--- src/rtl/oam_dma_arbiter.sv ---
// OAM DMA arbiter: shares the CPU memory path with a 256-byte page-to-OAM copy engine.
// Optional macro OAM_DMA_ALIGN_EN enables the parity-driven ALIGN cycle after HALT.
module oam_dma_arbiter (
    input  logic        clk,
    input  logic        reset_n,
    input  logic        cpu_req,
    input  logic        cpu_we,
    input  logic [15:0] cpu_addr,
    input  logic [7:0]  cpu_wdata,
    output logic [7:0]  cpu_rdata,
    output logic        cpu_rdy,
    output logic        mem_req,
    output logic        mem_we,
    output logic [15:0] mem_addr,
    output logic [7:0]  mem_wdata,
    input  logic [7:0]  mem_rdata,
    output logic        dma_busy,
    output logic        dma_done,
    output logic [2:0]  state_dbg,
    output logic        parity_dbg
);

    // Handshake: a CPU access completes in a cycle with cpu_req && cpu_rdy; while
    // cpu_rdy is low the CPU holds its request and the arbiter ignores every CPU input.

    typedef enum logic [2:0] {
        ST_IDLE  = 3'd0,
        ST_HALT  = 3'd1,
        ST_ALIGN = 3'd2,
        ST_READ  = 3'd3,
        ST_WRITE = 3'd4
    } state_t;

    localparam logic [15:0] DMA_TRIG_ADDR = 16'h4014;
    localparam logic [15:0] OAM_DATA_ADDR = 16'h2004;

    state_t     state;
    state_t     state_nxt;
    logic [7:0] index;
    logic [7:0] page;
    logic       parity;
    logic       trigger;

    assign trigger    = (state == ST_IDLE) && cpu_req && cpu_we && (cpu_addr == DMA_TRIG_ADDR);
    assign cpu_rdata  = mem_rdata;
    assign dma_busy   = (state != ST_IDLE);
    assign state_dbg  = state;
    assign parity_dbg = parity;

    always_ff @(posedge clk or negedge reset_n) begin
        if (!reset_n) begin
            state  <= ST_IDLE;
            index  <= 8'h00;
            page   <= 8'h00;
            parity <= 1'b0;
        end else begin
            state  <= state_nxt;
            parity <= ~parity;
            if (trigger) begin
                page <= cpu_wdata;
            end
            if (state == ST_WRITE) begin
                index <= (index == 8'hFF) ? 8'h00 : index + 8'd1;
            end
        end
    end

    always_comb begin
        state_nxt = state;
        cpu_rdy   = 1'b0;
        mem_req   = 1'b0;
        mem_we    = 1'b0;
        mem_addr  = 16'h0000;
        mem_wdata = 8'h00;
        dma_done  = 1'b0;
        case (state)
            ST_IDLE: begin
                // The trigger write itself is forwarded so the decoder still sees it.
                cpu_rdy   = 1'b1;
                mem_req   = cpu_req;
                mem_we    = cpu_we;
                mem_addr  = cpu_addr;
                mem_wdata = cpu_wdata;
                if (trigger) begin
                    state_nxt = ST_HALT;
                end
            end
            ST_HALT: begin
`ifdef OAM_DMA_ALIGN_EN
                state_nxt = parity ? ST_ALIGN : ST_READ;
`else
                state_nxt = ST_READ;
`endif
            end
            ST_ALIGN: begin
                state_nxt = ST_READ;
            end
            ST_READ: begin
                mem_req   = 1'b1;
                mem_addr  = {page, index};
                state_nxt = ST_WRITE;
            end
            ST_WRITE: begin
                // Memory has one-cycle read latency, so mem_rdata holds the byte from READ.
                mem_req   = 1'b1;
                mem_we    = 1'b1;
                mem_addr  = OAM_DATA_ADDR;
                mem_wdata = mem_rdata;
                if (index == 8'hFF) begin
                    dma_done  = 1'b1;
                    state_nxt = ST_IDLE;
                end else begin
                    state_nxt = ST_READ;
                end
            end
            default: begin
                state_nxt = ST_IDLE;
            end
        endcase
    end

endmodule

--- config.mk ---
export PLATFORM = sky130hd
export DESIGN_NAME = oam_dma_arbiter
export DESIGN_NICKNAME = d
export VERILOG_FILES = /design/src/rtl/oam_dma_arbiter.sv
export SDC_FILE = /design/constraint.sdc
export NUM_CORES = 1
export LEC_CHECK = 0
export ABC_AREA = 1
export CAP_MARGIN = 20
export CORE_MARGIN = 5
export CORE_UTILIZATION = 35
export DETAILED_ROUTE_END_ITERATION = 10
export PLACE_DENSITY = 0.87
export SLEW_MARGIN = 10
export SYNTH_ARGS = -nofsm -noshare
export SYNTH_HDL_FRONTEND = slang
export SYNTH_SLANG_ARGS = --single-unit
--- constraint.sdc ---
create_clock -name clk -period 1.7 [get_ports clk]
set_clock_uncertainty 0.15 [all_clocks]
set_input_delay 0.51 -clock clk [delete_from_list [all_inputs] [get_ports clk]]
set_output_delay 0.51 -clock clk [all_outputs]
set_load 0.05 [all_outputs]
==> results.py <==
metrics = {
    "status": {
        "status": "finished with violations",
        "violations": "negative setup slack",
    },
    "final_layout": {
        "stdcell_area_mm2": 0.003548,
        "n_fill_cell": 137,
        "finalNonFillerCells": 367,
        "fin_nets": 354,
        "syn_to_final_growth_pct": 152.8,
        "drive_above_1_share_pct": 55.06,
    },
    "power_and_ir_drop": {
        "power_leakage_uw": 0.001696,
        "power_frac_clock_pct": 40.8,
        "p_int_uw": 934.8,
        "peakVddDrop_mv": 0.5846,
        "power_switching_uw": 343.1,
        "seqPwrFrac_pct": 37.2,
        "comb_power_share_pct": 22.0,
        "p_sw_share_pct": 26.85,
        "power.density_mw_per_mm2": 360.2,
    },
    "sta": {
        "rsz0062_at_grt": "true",
        "slew_violations": 0,
        "post-route-period-util_pct": 132.5,
        "tightest_slew_ps": 356.1,
        "fin_tns_setup_ps": -15310,
        "hold_violations": 0,
        "period_needed_ps": 2252,
        "fmax_mhz": 444.1,
        "setup_viol": 41,
        "fin_ws_ps": -551.7,
        "relSlewSlack_pct": 76.15,
    },
    "route": {
        "avgRoutedWirePerCell_um": 22.54,
        "via_per_inst": 5.387,
        "first_pass_iters": 4,
        "top_layer_used": "met4",
        "vias": 1977,
        "wl_met1_um": 2871,
        "totalWireLength_um": 8271,
        "wl_met3_um": 554,
        "drc": 0,
        "antenna_left": 0,
        "met2_wirelength_um": 4343,
        "drt_iter0_drc": 174,
    },
    "synth": {
        "synth-edff-count": 0,
        "synth_warnings": 0,
        "ys_seq_area_share_pct": 35.65,
        "synthCells": 192,
        "synth_cell_types": 28,
        "synth_area_leader_cell": "dfrtp_1",
        "synth_area_leaders": "dfrtp_1 36%, nand2_1 14%, inv_1 7.0%",
        "synth_nets": 229,
        "avgSynthCellArea_um2": 7.312,
        "synthFlopType": "dfrtp_1",
        "synthTopCellsByCount": "52 x nand2_1, 26 x inv_1, 20 x dfrtp_1",
        "synth-async-reset-ratio_pct": 100.0,
        "synth_top_area_share_pct": 35.65,
        "synth_area_mm2": 0.001404,
        "synthMostInstantiatedCell": "nand2_1",
        "synth-seq-cells": 20,
    },
    "placed_design": {
        "gp_congestion": 0.9275,
        "hpwl_um": 5112,
        "placement.cell_area_mm2": 0.003120,
        "place_inst": 354,
        "portBuffers": 76,
    },
    "floorplanning": {
        "die_h_um": 73.33,
        "die_w_um": 73.33,
        "fp.coreArea_mm2": 0.003943,
        "rows": 23,
        "start_util_pct": 35.61,
        "num_io_pins": 77,
        "die_area_mm2": 0.005377,
    },
    "clocking": {
        "cts.sink_count": 20,
        "cts.path.max_buffers": 2,
        "cts_buffers": 3,
        "cts_root_buf": "clkbuf_8",
        "clkSlewWorstSetupHoldPaths_ps": 90,
        "cts_max_level": 1,
        "hold_buffers": 0,
        "cts_tree": "built",
        "clock_latency_ps": 270,
    },
    "grt": {
        "track_usage_pct": 30.17,
        "grt_pass1_wl_um": 12080,
        "grt_pass1_vias": 2227,
        "antenna_found_initial": 1,
        "grt_start_max_net_pins": 21,
        "gr-total-overflow": 0,
    },
    "setup_path": {
        "crit_path_start_kind": "flop",
        "worstPathArrival_ps": 1590,
        "crit_fanout": 5,
        "criticalPathCategory": "flop to primary output",
        "cp-end-kind": "primary output",
        "critPathRequiredTime_ps": 1040,
    },
    "job": {
        "maxCapViolCount": 0,
    },
    "worst_hold_path": {
        "hp-class": "flop to flop",
    },
}
## registers in the layout (all words and copies together) (netlist names)
register	flops
page	8
state_dbg	3
parity_dbg	1
index	8
## per-stage QoR
| stage | utilization [%] | hold WS (ps) | worst slack [ps] | power [uW] |
|---|---|---|---|---|
| 2_1_floorplan | - | 64.41 | -542.8 | 559.5 |
| 3_3_place_gp | 79.15 | 305.3 | -507.8 | 734.2 |
| 3_5_place_dp | 79.15 | 311.7 | -486.2 | 743.0 |
| 4_1_cts | 87.24 | 331.8 | -559.0 | 1244 |
| 5_1_grt | 90.00 | 399.3 | -572.3 | 1308 |
| 6_report | 90.00 | 370.3 | -551.7 | 1278 |
## worst max-delay path, cell delays in order (launching register included)
cell and delay, ps:
dfrtp_2 440, nor2_4 120, inv_2 60, nor2_4 150
buf_6 160, buf_8 130, a22o_4 130, buf_12 130
## power groups by stage
stage | registers (uW) | logic [uW] | clock network (uW)
after CTS | 475 | 268 | 501
after detailed placement | 485 | 258 | 0
after global routing | 475 | 292 | 540
after floorplan | 485 | 74.7 | 0
final | 475 | 281 | 522
after global placement | 485 | 250 | 0
## layout make-up
type,count,area [um2],share of cell area [%]
clock inverter,1,30.03,0.8463
timing repair buffer,132,1695,47.78
sequential,20,504.2,14.21
inverter,29,135.1,3.808
tap,50,62.56,1.763
antenna,1,2.502,0.07052
clock buffer,3,41.29,1.164
multi-input combinational,131,1077,30.36
## cells in the final DEF (no fill, tap or decap), types with 2 or more instances in the layout
cell type,Yosys,layout
nand3_4,1,6
buf_6,2,12
dlymetal6s2s_1,0,2
dfrtp_2,0,3
o21ai_4,0,7
nor2_1,16,10
clkdlybuf4s50_1,0,17
o211ai_1,2,2
clkbuf_8,0,3
xnor2_1,2,2
nand2_2,1,8
nand2_4,1,3
buf_8,0,2
nor2_2,1,2
o22ai_4,0,4
buf_4,9,39
dfrtp_1,20,17
nor2_4,3,8
dlygate4sd2_1,0,9
a21oi_1,5,3
inv_2,2,12
buf_12,0,42
clkdlybuf4s15_1,0,7
nand3_1,18,11
nand3_2,1,3
nand2_1,52,43
inv_1,26,13
a22o_4,0,11
## cells by family after synthesis
logic type / Yosys count / synth area share (%)
and+or+nand+nor: 96 / 31.46
adders and majority gates: 1 / 0.8911
xor gates and xnor gates: 3 / 1.872
AOI/OAI and AO/OA: 31 / 15.42
DFF: 20 / 35.65
buffers and inverters: 41 / 14.71
## worst paths after layout
path                              start           end  slack [ps]  cells after the start
setup reg to reg           state_dbg[1]       page[5]         -80                      9
hold / removal               parity_dbg    parity_dbg         370                      1
setup / recovery           state_dbg[1]  mem_addr[14]        -550                      7
min in group asynchronous       reset_n       page[3]         420                      2
hold reg to reg              parity_dbg    parity_dbg         370                      1
max in group asynchronous       reset_n  state_dbg[2]         730                      2
## layer usage
metal / up-vias / track usage (%)
met3: 37 / 3.967
met2: 116 / 54.92
met4: 0 / 17.10
li1: 870 / -
met5: - / 0
met1: 954 / 33.33
## what timing repair did
action | in CTS | in global routing
gates resized for setup | 71 | 32
endpoints found under the setup margin | 47 | 46
buffers inserted | 6 | 1
cloned | 1 | 0
pin swaps | 16 | 9
Note: power is estimated with default switching activity, not from simulation.
==> RTL edit 1: new RTL, same settings <==
Make the reset (`reset_n`) synchronous in one clocked block.
--- a/src/rtl/oam_dma_arbiter.sv
+++ b/src/rtl/oam_dma_arbiter.sv
@@ -48,5 +48,5 @@
     assign parity_dbg = parity;
 
-    always_ff @(posedge clk or negedge reset_n) begin
+    always_ff @(posedge clk) begin
         if (!reset_n) begin
             state  <= ST_IDLE;
Formal check against the unedited RTL: differs if reset_n is asserted again (counterexample within 4 cycles, from zero or initial values and one cycle with reset_n low); with reset_n held inactive, the same outputs for 10 cycles.
==> RTL edit 1 against the unedited design <==
- sequential cell count is the same
- hold slack worse by 0.040 ns
- the flow still finishes with violations (negative setup slack)
- synthesized area up 0.18%
- routed wire length grew 2.6%
- utilization grew 1.4 points
- global-route usage decreased by 1.7 points
- via count is 8.9% higher
- worst setup slack better by 0.014 ns
- cell area up 1.5%
- non-clock buffer count rose by 1
Power is not compared: it rests on default switching activity, and its combinational part moved more than twofold at a synthesized area within 25%.
==> RTL edit 1: results (changes against the unedited design) <==
register area share after synthesis 0.285 (-0.0718); GR met3 Demand/Resource 0.0602 (+0.0205); Mapped Nets 264 (+15%); share of cells above drive strength 1 0.551 (about the same); GRT Total Usage 0.284 (-0.0172); post-DP HPWL 4.90 mm (-4.2%); post_cts resized 70 (-1.4%); failing checks negative setup slack; number of global-route vias before repair 2261 (+1.5%); outcome finished, violations left; Worst slew margin 0.834 (+0.0722); critical path's slowest cell dfxtp_4; vias per cell 5.36 (-0.58%); routing usage on met2 0.519 (-0.0298); slowest stage delay, CP 0.36 ns (-0.08 ns); Finish-stage setup viols 33 (-20%); Critical Path Stages 6 (-1); worst setup margin -0.538 ns (+0.0140 ns); initial antenna violation count 0 (-1); wire length on met2 4.44 mm (+2.2%); met1 usage 0.312 (-0.0216); Setup Buffers After CTS 7 (+1); Placed Cells 389 (+9.9%); Critical R2R Launch state_dbg[1]$_SDFFE_PN0P_; flop-to-flop setup slack -0.02 ns (+0.06 ns); compound-gate portion of the synthesized area 0.148 (-0.00650); Cell variety after synth 25 (-11%); Routed met1 length 2.94 mm (+2.4%); Hold Path Sink parity_dbg$_SDFF_PN0_
## RTL edit 1: changes by cell type after synthesis, sizes merged, moves of 8 or more
cell / unedited run / this run
inv: 29 / 48
a22o: 11 / 2
dfrtp: 20 / 0
dfxtp: 0 / 20
o21ai: 9 / 17
nor2: 20 / 39
## RTL edit 1: layout make-up
| class | instances | area [sq um] |
|---|---|---|
| Clock buffer | 3 | 41.3 |
| Clock inverter | 1 | 3.75 |
| Fill cell | 141 | 340 |
| Inverter | 48 | 190 |
| Multi-Input combinational cell | 147 | 1210 |
| Sequential cell | 20 | 417 |
| Tap cell | 50 | 62.6 |
| Timing Repair Buffer | 133 | 1680 |
## RTL edit 1: power groups by stage
stage | clock [mW] | sequential [mW] | combinational [mW]
final | 0.339 | 0.491 | 2.05
after global routing | 0.357 | 0.492 | 2.09
after CTS | 0.334 | 0.490 | 1.96
after detailed placement | 0 | 0.500 | 1.88
after global placement | 0 | 0.499 | 1.85
after floorplan | 0 | 0.536 | 0.928
==> RTL edit 2: new RTL, config.mk and constraints unchanged <==
Made on the original files. Build with the macro `OAM_DMA_ALIGN_EN` defined.
--- a/src/rtl/oam_dma_arbiter.sv
+++ b/src/rtl/oam_dma_arbiter.sv
@@ -1,4 +1,6 @@
 // OAM DMA arbiter: shares the CPU memory path with a 256-byte page-to-OAM copy engine.
 // Optional macro OAM_DMA_ALIGN_EN enables the parity-driven ALIGN cycle after HALT.
+`define OAM_DMA_ALIGN_EN
+
 module oam_dma_arbiter (
     input  logic        clk,
Formal check against the unedited RTL: not equivalent (a bounded check fails within 4 cycles, from zero or initial values and one cycle with reset_n low).
==> RTL edit 2 against the unedited design <==
- the run still ends with negative setup slack left
- register-to-register slack worse by 0.15 ns
- total power is 2.1% higher
- global-route usage is 3.9 points higher
- cell area is 6.3% higher
- non-clock buffer count is 10 higher
- worst setup slack worse by 0.063 ns
- sequential cell count stayed put
- sequential power hardly changed
- routed wire length is 32% higher
- critical path type unchanged
- synthesized area is 1.9% higher
==> RTL edit 2: results (changes against the unedited design) <==
fillers 107 (-22%); Routed met1 length 3.63 mm (+27%); antenna viol nets, final 0 (unchanged); routing usage on met2 0.612 (+0.0630); flop-to-flop setup slack -0.23 ns (-0.15 ns); setup TNS -18.98 ns (-3.67 ns); GP Congestion 0.945 (+1.9%); Finish-stage setup viols 50 (+22%); Leakage 1.80 nW (+6.0%); wire length on met2 5.06 mm (+17%); placed cell areas 0.00330 sq mm (+5.9%); Hold Path Class flip-flop to flip-flop; Least-Margin Pin Slew 0.418 ns (+0.0622 ns); DP Worst Slack -0.465 ns (+0.0208 ns); nets 375 (+5.9%); arrival time at the worst endpoint 1.65 ns (+0.06 ns); layout buffering overhead excluding clock cells 0.471 (-0.00632); first-pass iteration count of the detailed router 5 (+1); Switching Fraction 0.276 (+0.00704); top post-synthesis cells by area dfrtp_1 35%, nand2_1 13%, nand3_1 7.7%; final WL 10.9 mm (+32%); XOR/XNOR Fraction of Synth Area 0.0184 (-0.000344); failing checks negative setup slack; DR vias 2478 (+25%); Final clock-cell share 0.0189 (-0.00119); share of cells above drive strength 1 0.593 (+0.0428); Max IR drop VDD 0.000391 V (-33%); first-pass GRT wire length 13.4 mm (+11%); Net Switching 359 uW (+4.8%); GRT Total Usage 0.340 (+0.0387); Cell variety after synth 25 (-11%); met3 routed WL 1.11 mm (+100%); Worst R2R End page[0]$_DFFE_PN0P_; Mean Syn Cell Area 7.12 sq um (-2.7%); starting DRC count in detailed routing 358 (+110%); met1 usage 0.344 (+0.0109); P per Cell Area 346 mW/mm^2 (-3.9%); compound-gate portion of the synthesized area 0.145 (-0.00896); synthesized area 0.00143 sq mm (+1.9%); Logic pwr share 0.243 (+0.023); Placed Cells 370 (+4.5%); Setup Buffers After CTS 10 (+4); Synth Area in Adders 0.00875 (-0.000164); vias per cell 6.39 (+19%); worst setup margin -0.615 ns (-0.0630 ns); Mapped Nets 238 (+3.9%); Multi-In Gates 142 (+8.4%); post-DP HPWL 5.36 mm (+4.9%); Clock group 513 uW (-2%); Hold WS 0.398 ns (+0.0279 ns); area of the multi-input gates 0.00121 sq mm (+12%); outcome finished, violations left
RTL edit 2: changes by cell type after synthesis, moves of 3 or more:
cell / delta
o21ai_0: +7
a22o_1: +8
nand2_1: -3
a22o_2: -8
nor2_1: +7
o21ai_1: -5
nand3_1: +4
RTL edit 2: worst max-delay path: stages, from the launching register on:
cell        delay (ns)
dfrtp_2           0.46
buf_6             0.14
nor2_4            0.17
nand2_4           0.13
inv_8             0.11
nand3_4           0.08
clkinvlp_4        0.12
buf_12            0.14
RTL edit 2: worst max path at each step:
stage | start | endpoint | cells after the start
floorplan | state_dbg[1]$_DFFE_PN0P_ | mem_addr[13] | 3
global placement | cpu_addr[13] | mem_addr[13] | 4
detailed placement | cpu_addr[13] | mem_addr[13] | 4
CTS | state_dbg[0]$_DFFE_PN0P_ | mem_addr[14] | 6
global route | state_dbg[1]$_DFFE_PN0P_ | dma_done | 7
finish | state_dbg[1]$_DFFE_PN0P_ | dma_done | 7
